File: config.mk
export PLATFORM = sky130hd
export DESIGN_NAME = symbol_frame_buffer
export DESIGN_NICKNAME = d
export VERILOG_FILES = /design/src/rtl/symbol_frame_buffer_pkg.sv /design/src/rtl/symbol_ram.sv /design/src/rtl/symbol_frame_buffer.sv
export SDC_FILE = /design/constraint.sdc
export NUM_CORES = 2
export LEC_CHECK = 0
export CELL_PAD_IN_SITES_DETAIL_PLACEMENT = 0
export CELL_PAD_IN_SITES_GLOBAL_PLACEMENT = 1
export CORE_MARGIN = 8
export CORE_UTILIZATION = 50
export CTS_CLUSTER_DIAMETER = 120
export DETAILED_ROUTE_END_ITERATION = 10
export PLACE_DENSITY = 0.83
export SYNTH_ARGS = -nofsm -noshare
export SYNTH_HDL_FRONTEND = slang
export SYNTH_SLANG_ARGS = --single-unit
File: constraint.sdc
create_clock -name clk -period 3 [get_ports clk]
set_clock_uncertainty 0.1 [all_clocks]
set_input_delay 0.6 -clock clk [delete_from_list [all_inputs] [get_ports clk]]
set_output_delay 0.6 -clock clk [all_outputs]
set_load 0.02 [all_outputs]
File: src/rtl/symbol_frame_buffer_pkg.sv
// symbol_frame_buffer_pkg: shared FSM state type and erase constant for the symbol frame buffer.
package symbol_frame_buffer_pkg;
   typedef enum logic [1:0] {FILL, FWD, REV} state_t;
   // +0.0 in any IEEE width is all zeros; sliced down to the soft value width by users.
   localparam logic [63:0] POS_ZERO = '0;
endpackage

File: src/rtl/symbol_ram.sv
// symbol_ram: simple dual-port RAM with registered read.
// Ports: clk; wr_en/wr_addr/wr_data write port; rd_en/rd_addr read request; rd_data valid the cycle after rd_en.
module symbol_ram #(
   parameter int W     = 32,
   parameter int DEPTH = 64
) (
   input  logic                     clk,
   input  logic                     wr_en,
   input  logic [$clog2(DEPTH)-1:0] wr_addr,
   input  logic [W-1:0]             wr_data,
   input  logic                     rd_en,
   input  logic [$clog2(DEPTH)-1:0] rd_addr,
   output logic [W-1:0]             rd_data
);
   logic [W-1:0] mem [DEPTH];
   always_ff @(posedge clk) begin
      if (wr_en) mem[wr_addr] <= wr_data;
      if (rd_en) rd_data <= mem[rd_addr];
   end
endmodule

File: src/rtl/symbol_frame_buffer.sv
// symbol_frame_buffer: stores one frame of soft symbols, then replays it forward and backward.
// Ports: clk, reset_n (async, active-low);
//   input  stream: in_valid/in_ready handshake, in_symbol, in_erase (store +0.0), in_last;
//   output stream: out_valid, symbol, out_index, out_reverse, out_first, out_last (all 0 when idle).
module symbol_frame_buffer
   import symbol_frame_buffer_pkg::*;
#(
   parameter int    BITS            = 16,
   parameter string PRECISION       = "HALF",
   parameter int    BITS_PER_SYMBOL = 2,
   parameter int    FRAME_LEN       = 64
) (
   input  logic                                    clk,
   input  logic                                    reset_n,
   input  logic                                    in_valid,
   output logic                                    in_ready,
   input  logic [BITS_PER_SYMBOL-1:0][BITS-1:0]    in_symbol,
   input  logic                                    in_erase,
   input  logic                                    in_last,
   output logic                                    out_valid,
   output logic [BITS_PER_SYMBOL-1:0][BITS-1:0]    symbol,
   output logic [$clog2(FRAME_LEN)-1:0]            out_index,
   output logic                                    out_reverse,
   output logic                                    out_first,
   output logic                                    out_last
);
   localparam int AW = $clog2(FRAME_LEN);
   localparam int W  = BITS * BITS_PER_SYMBOL;
   localparam logic [AW-1:0] LAST_ADDR = AW'(FRAME_LEN - 1);

   if (FRAME_LEN < 2 || (PRECISION != "HALF" && PRECISION != "SINGLE")) begin : g_bad_cfg
      $error("symbol_frame_buffer: FRAME_LEN must be >= 2 and PRECISION HALF or SINGLE");
   end

   state_t        state, state_d;
   logic [AW-1:0] wr_cnt, wr_cnt_d, rd_cnt, rd_cnt_d, last_idx;
   logic [AW:0]   len, len_d;
   logic          wr_en, rd_en, rev, first, last;
   logic [W-1:0]  wr_data, rd_data;

   // len == FRAME_LEN wraps to 0 in the low bits, so minus one still lands on FRAME_LEN-1.
   assign last_idx = len[AW-1:0] - 1'b1;
   assign in_ready = state == FILL;
   assign wr_data  = in_erase ? {BITS_PER_SYMBOL{POS_ZERO[BITS-1:0]}} : in_symbol;
   assign rev      = state == REV;
   assign first    = rev ? rd_cnt == last_idx : rd_cnt == '0;
   assign last     = rev ? rd_cnt == '0 : rd_cnt == last_idx;
   assign symbol   = out_valid ? rd_data : '0;

   always_comb begin
      state_d  = state;
      wr_cnt_d = wr_cnt;
      rd_cnt_d = rd_cnt;
      len_d    = len;
      wr_en    = 1'b0;
      rd_en    = 1'b0;
      unique case (state)
         FILL: if (in_valid) begin
            wr_en    = 1'b1;
            wr_cnt_d = wr_cnt + 1'b1;
            if (in_last || wr_cnt == LAST_ADDR) begin
               state_d  = FWD;
               wr_cnt_d = '0;
               rd_cnt_d = '0;
               len_d    = {1'b0, wr_cnt} + 1'b1;
            end
         end
         FWD: begin
            rd_en = 1'b1;
            // The backward pass begins by re-reading the last index, so rd_cnt is held here.
            if (rd_cnt == last_idx) state_d = REV;
            else rd_cnt_d = rd_cnt + 1'b1;
         end
         REV: begin
            rd_en = 1'b1;
            if (rd_cnt == '0) begin
               state_d  = FILL;
               wr_cnt_d = '0;
            end else rd_cnt_d = rd_cnt - 1'b1;
         end
         default: state_d = FILL;
      endcase
   end

   always_ff @(posedge clk or negedge reset_n) begin
      if (!reset_n) begin
         state  <= FILL;
         wr_cnt <= '0;
         rd_cnt <= '0;
         len    <= '0;
      end else begin
         state  <= state_d;
         wr_cnt <= wr_cnt_d;
         rd_cnt <= rd_cnt_d;
         len    <= len_d;
      end
   end

   // Flags travel alongside the registered RAM read so they line up with the data.
   always_ff @(posedge clk or negedge reset_n) begin
      if (!reset_n) begin
         out_valid   <= 1'b0;
         out_index   <= '0;
         out_reverse <= 1'b0;
         out_first   <= 1'b0;
         out_last    <= 1'b0;
      end else begin
         out_valid   <= rd_en;
         out_index   <= rd_en ? rd_cnt : '0;
         out_reverse <= rd_en && rev;
         out_first   <= rd_en && first;
         out_last    <= rd_en && last;
      end
   end

   symbol_ram #(.W(W), .DEPTH(FRAME_LEN)) u_ram (
      .clk     (clk),
      .wr_en   (wr_en),
      .wr_addr (wr_cnt),
      .wr_data (wr_data),
      .rd_en   (rd_en),
      .rd_addr (rd_cnt),
      .rd_data (rd_data)
   );
endmodule

==> flow_metrics.py <==
metrics = {
    "status": {
        "run_status": "finished, final reports clean",
    },
    "critical_path": {
        "path_max_fanout": 6,
        "rrSetupSlack_ps": 50,
        "endpoint_kind": "output pin",
        "cpMaxStageDelayCell": "dfrtp_4",
        "critPathArrivalTime_ps": 2270,
        "cp_num_cells": 3,
        "rr_startpoint": "rd_cnt[0]",
        "crit_required_ps": 2300,
        "ff2ff_path_depth": 8,
        "crit_family": "buffers and inverters",
        "crit_type": "reg -> out",
        "worst-path-buf-inv": 2,
        "cp_slowest_stage_delay_ps": 540,
        "crit_path_start_kind": "flip-flop",
        "reg2reg_to": "u_ram.rd_data[9]",
        "crit_chain": "buf_2 -> and2_2 -> clkdlybuf4s15_1",
    },
    "detailed_routing": {
        "wirelength_mm": 217,
        "drc": 0,
        "drt_iter0_drc": 6352,
        "dr.pass1.iters": 5,
        "num_vias": 43065,
        "via_per_inst": 6.45,
        "ant_nets": 0,
        "wl_per_cell_um": 32.5,
    },
    "logic_synthesis": {
        "ys_top_cells_by_area": "edfxtp_1 (77%), mux4_2 (10%), mux2i_1 (3.3%)",
        "async_flop_share": 0.0142,
        "yosys.area_share.simple": 0.0235,
        "synth_edf_count": 2080,
        "yosys.area.top_type": "edfxtp_1",
        "yosysUniqueCellTypes": 77,
        "ys_seq_area_frac": 0.775,
        "yosys.area_share.adder": 0.00178,
        "yosys_warnings": 0,
        "synthesis.area_um2": 81600,
        "syn_avg_cell_area_um2": 21.1,
        "synthMuxAreaShare": 0.140,
        "synth_top_family_by_area": "multiplexers",
        "synth_common_cells": "edfxtp_1 (2080), mux4_2 (372), mux2i_1 (268)",
        "synth_compound_area_frac": 0.0406,
        "synth_cells": 3874,
        "synth_top_area_share": 0.766,
        "syn-num-nets": 3922,
        "synthXorXnorAreaFrac": 0.00150,
        "ys_ff_latch": 2110,
        "synth_most_common_cell": "edfxtp_1",
        "synth_flop_cell": "edfxtp_1",
    },
    "placement": {
        "io_buffers": 79,
        "dpl_worst_slack_ps": -74.5,
        "gp_congestion": 0.859,
        "post_dp_cell_area_um2": 89100,
        "hpwlAfterDp_mm": 129,
    },
    "global_routing": {
        "grt_pass1_wl_mm": 307,
        "overflow": 0,
        "first_global_vias": 42836,
        "grt_start_max_net_pins": 65,
        "antenna_found_initial": 4,
        "grt_usage": 0.242,
    },
    "power": {
        "p_int_mw": 54.6,
        "p_comb_frac": 0.227,
        "power_density_nw_per_um2": 793,
        "swShare": 0.279,
        "worst_ir_drop_vdd_mv": 1.11,
        "switching_power_mw": 21.1,
        "p_clk_frac": 0.326,
        "power.leakage_nw": 29.5,
        "seq_power_share": 0.447,
    },
    "clocking": {
        "root_buffer": "clkbuf_16",
        "cts_made_buffers": 195,
        "cts.sinks": 2110,
        "path_clk_slew_ps": 60,
        "insertion_delay_ps": 850,
        "cts_tree": "yes",
        "htree_levels": 4,
        "clock_path_buffers": 3,
    },
    "die": {
        "start_util": 0.502,
        "core_um2": 162000,
        "pin_count": 80,
        "dieArea_um2": 176000,
        "die_width_um": 420,
        "dieHeight_um": 420,
        "fp-row-count": 148,
    },
    "timing": {
        "hold_violations": 0,
        "fin_setup_tns_ps": 0,
        "drv_slew": 0,
        "setup_viol": 0,
        "slew_headroom": 0.397,
        "setup_slack_ps": 26.8,
        "finalCriticalPeriod_ps": 2970,
        "fmax_mhz": 336,
        "worstMarginPinSlew_ps": 904,
        "holdWs_ps": 345,
        "min_period_over_period": 0.991,
    },
    "finish": {
        "final_area_um2": 95500,
        "finish.utilization": 0.588,
        "seq_area_um2": 63200,
        "nets": 4378,
        "fillers": 11227,
        "area_growth_pct": 17.1,
        "layout-drive-gt1-share": 0.270,
        "multiInputGateArea_um2": 17700,
    },
    "run": {
        "maxCapViolations": 0,
    },
    "min_path": {
        "holdCritPathClass": "in -> async",
    },
}
flip-flops by register name (all words and copies together), names as in the netlist, 2 cells and up:
signal / cells
state: 2
wr_cnt: 6
len: 6
u_ram.mem: 2048
out_index: 6
u_ram.rd_data: 32
rd_cnt: 6
worst max-delay path by stage:
stage / endpoint / from
after floorplan: u_ram.mem[54][0] / state[0]
after global placement: u_ram.rd_data[3] / rd_cnt[0]
after detailed placement: u_ram.rd_data[3] / rd_cnt[0]
after CTS: symbol[2] / out_valid
after global routing: symbol[12] / out_valid
final: symbol[12] / out_valid
routing by layer:
layer  track usage  routed length [um]  up-vias
li1              -                   -    17168
met1         0.328               79800    22352
met2         0.380              102000     3051
met3        0.0533               24700      490
met4         0.106               10500        4
met5             0                  23        -
cell usage in the layout (no fill, tap or decap), types with 29 or more instances in the layout:
cell type        instances
edfxtp_1              2080
mux4_2                 372
mux2i_1                267
buf_4                  247
clkbuf_16              199
buf_12                 139
nand2_1                 75
nor2_1                  74
o22ai_1                 70
nor2_4                  64
a21oi_1                 57
a22oi_1                 52
o221ai_1                51
clkbuf_1                47
a211oi_1                46
and2_1                  44
clkdlybuf4s50_1         44
clkinv_1                41
o21ai_0                 37
nor2b_4                 34
clkinv_2                32
mux2_2                  30
dlygate4sd2_1           29
area by class of cell:
class | instances | share of cell area
repair buffers | 472 | 0.0578
inverters | 14 | 0.000550
clock buffers | 245 | 0.0537
well taps | 2175 | 0.0285
clock inverters | 118 | 0.0123
flip-flops and latches | 2110 | 0.662
multi-input cells | 1537 | 0.185
diodes | 3 | 0.0000786
logic make-up (layout without fill, tap and decap cells):
family / after synthesis / after routing
XOR/XNOR: 14 / 14
AND/OR/NAND/NOR: 387 / 387
AO/OA/AOI/OAI: 455 / 455
flip-flops: 2110 / 2110
buffers and inverters: 227 / 849
adder cells (fa/ha/maj): 11 / 11
other: 0 / 3
multiplexers: 670 / 670
stage by stage:
| stage | std cells | power [mW] |
|---|---|---|
| after floorplan | 3874 | 44.7 |
| after global placement | 6304 | 51.2 |
| after detailed placement | 6304 | 51.4 |
| after CTS | 6671 | 75.8 |
| after global routing | 6671 | 77.7 |
| final | 6674 | 75.8 |
what timing repair did:
action / in CTS / in global routing
setup endpoints to repair: 36 / 7
gates resized for setup: 50 / 6
hold buffers: 1 / 0
cloned: 0 / 1
buffers inserted: 3 / 0
endpoints found under the hold margin: 30 / 0
power groups by stage:
stage                     Clock (mW)  Combinational (mW)  Sequential (mW)
final                           24.7                17.2             33.9
after global routing            25.9                17.9             33.9
after CTS                       24.9                17.1             33.9
after detailed placement           0                16.9             34.5
after global placement             0                16.7             34.5
after floorplan                    0                10.4             34.2
No activity file was read; power rests on OpenSTA's default activity.
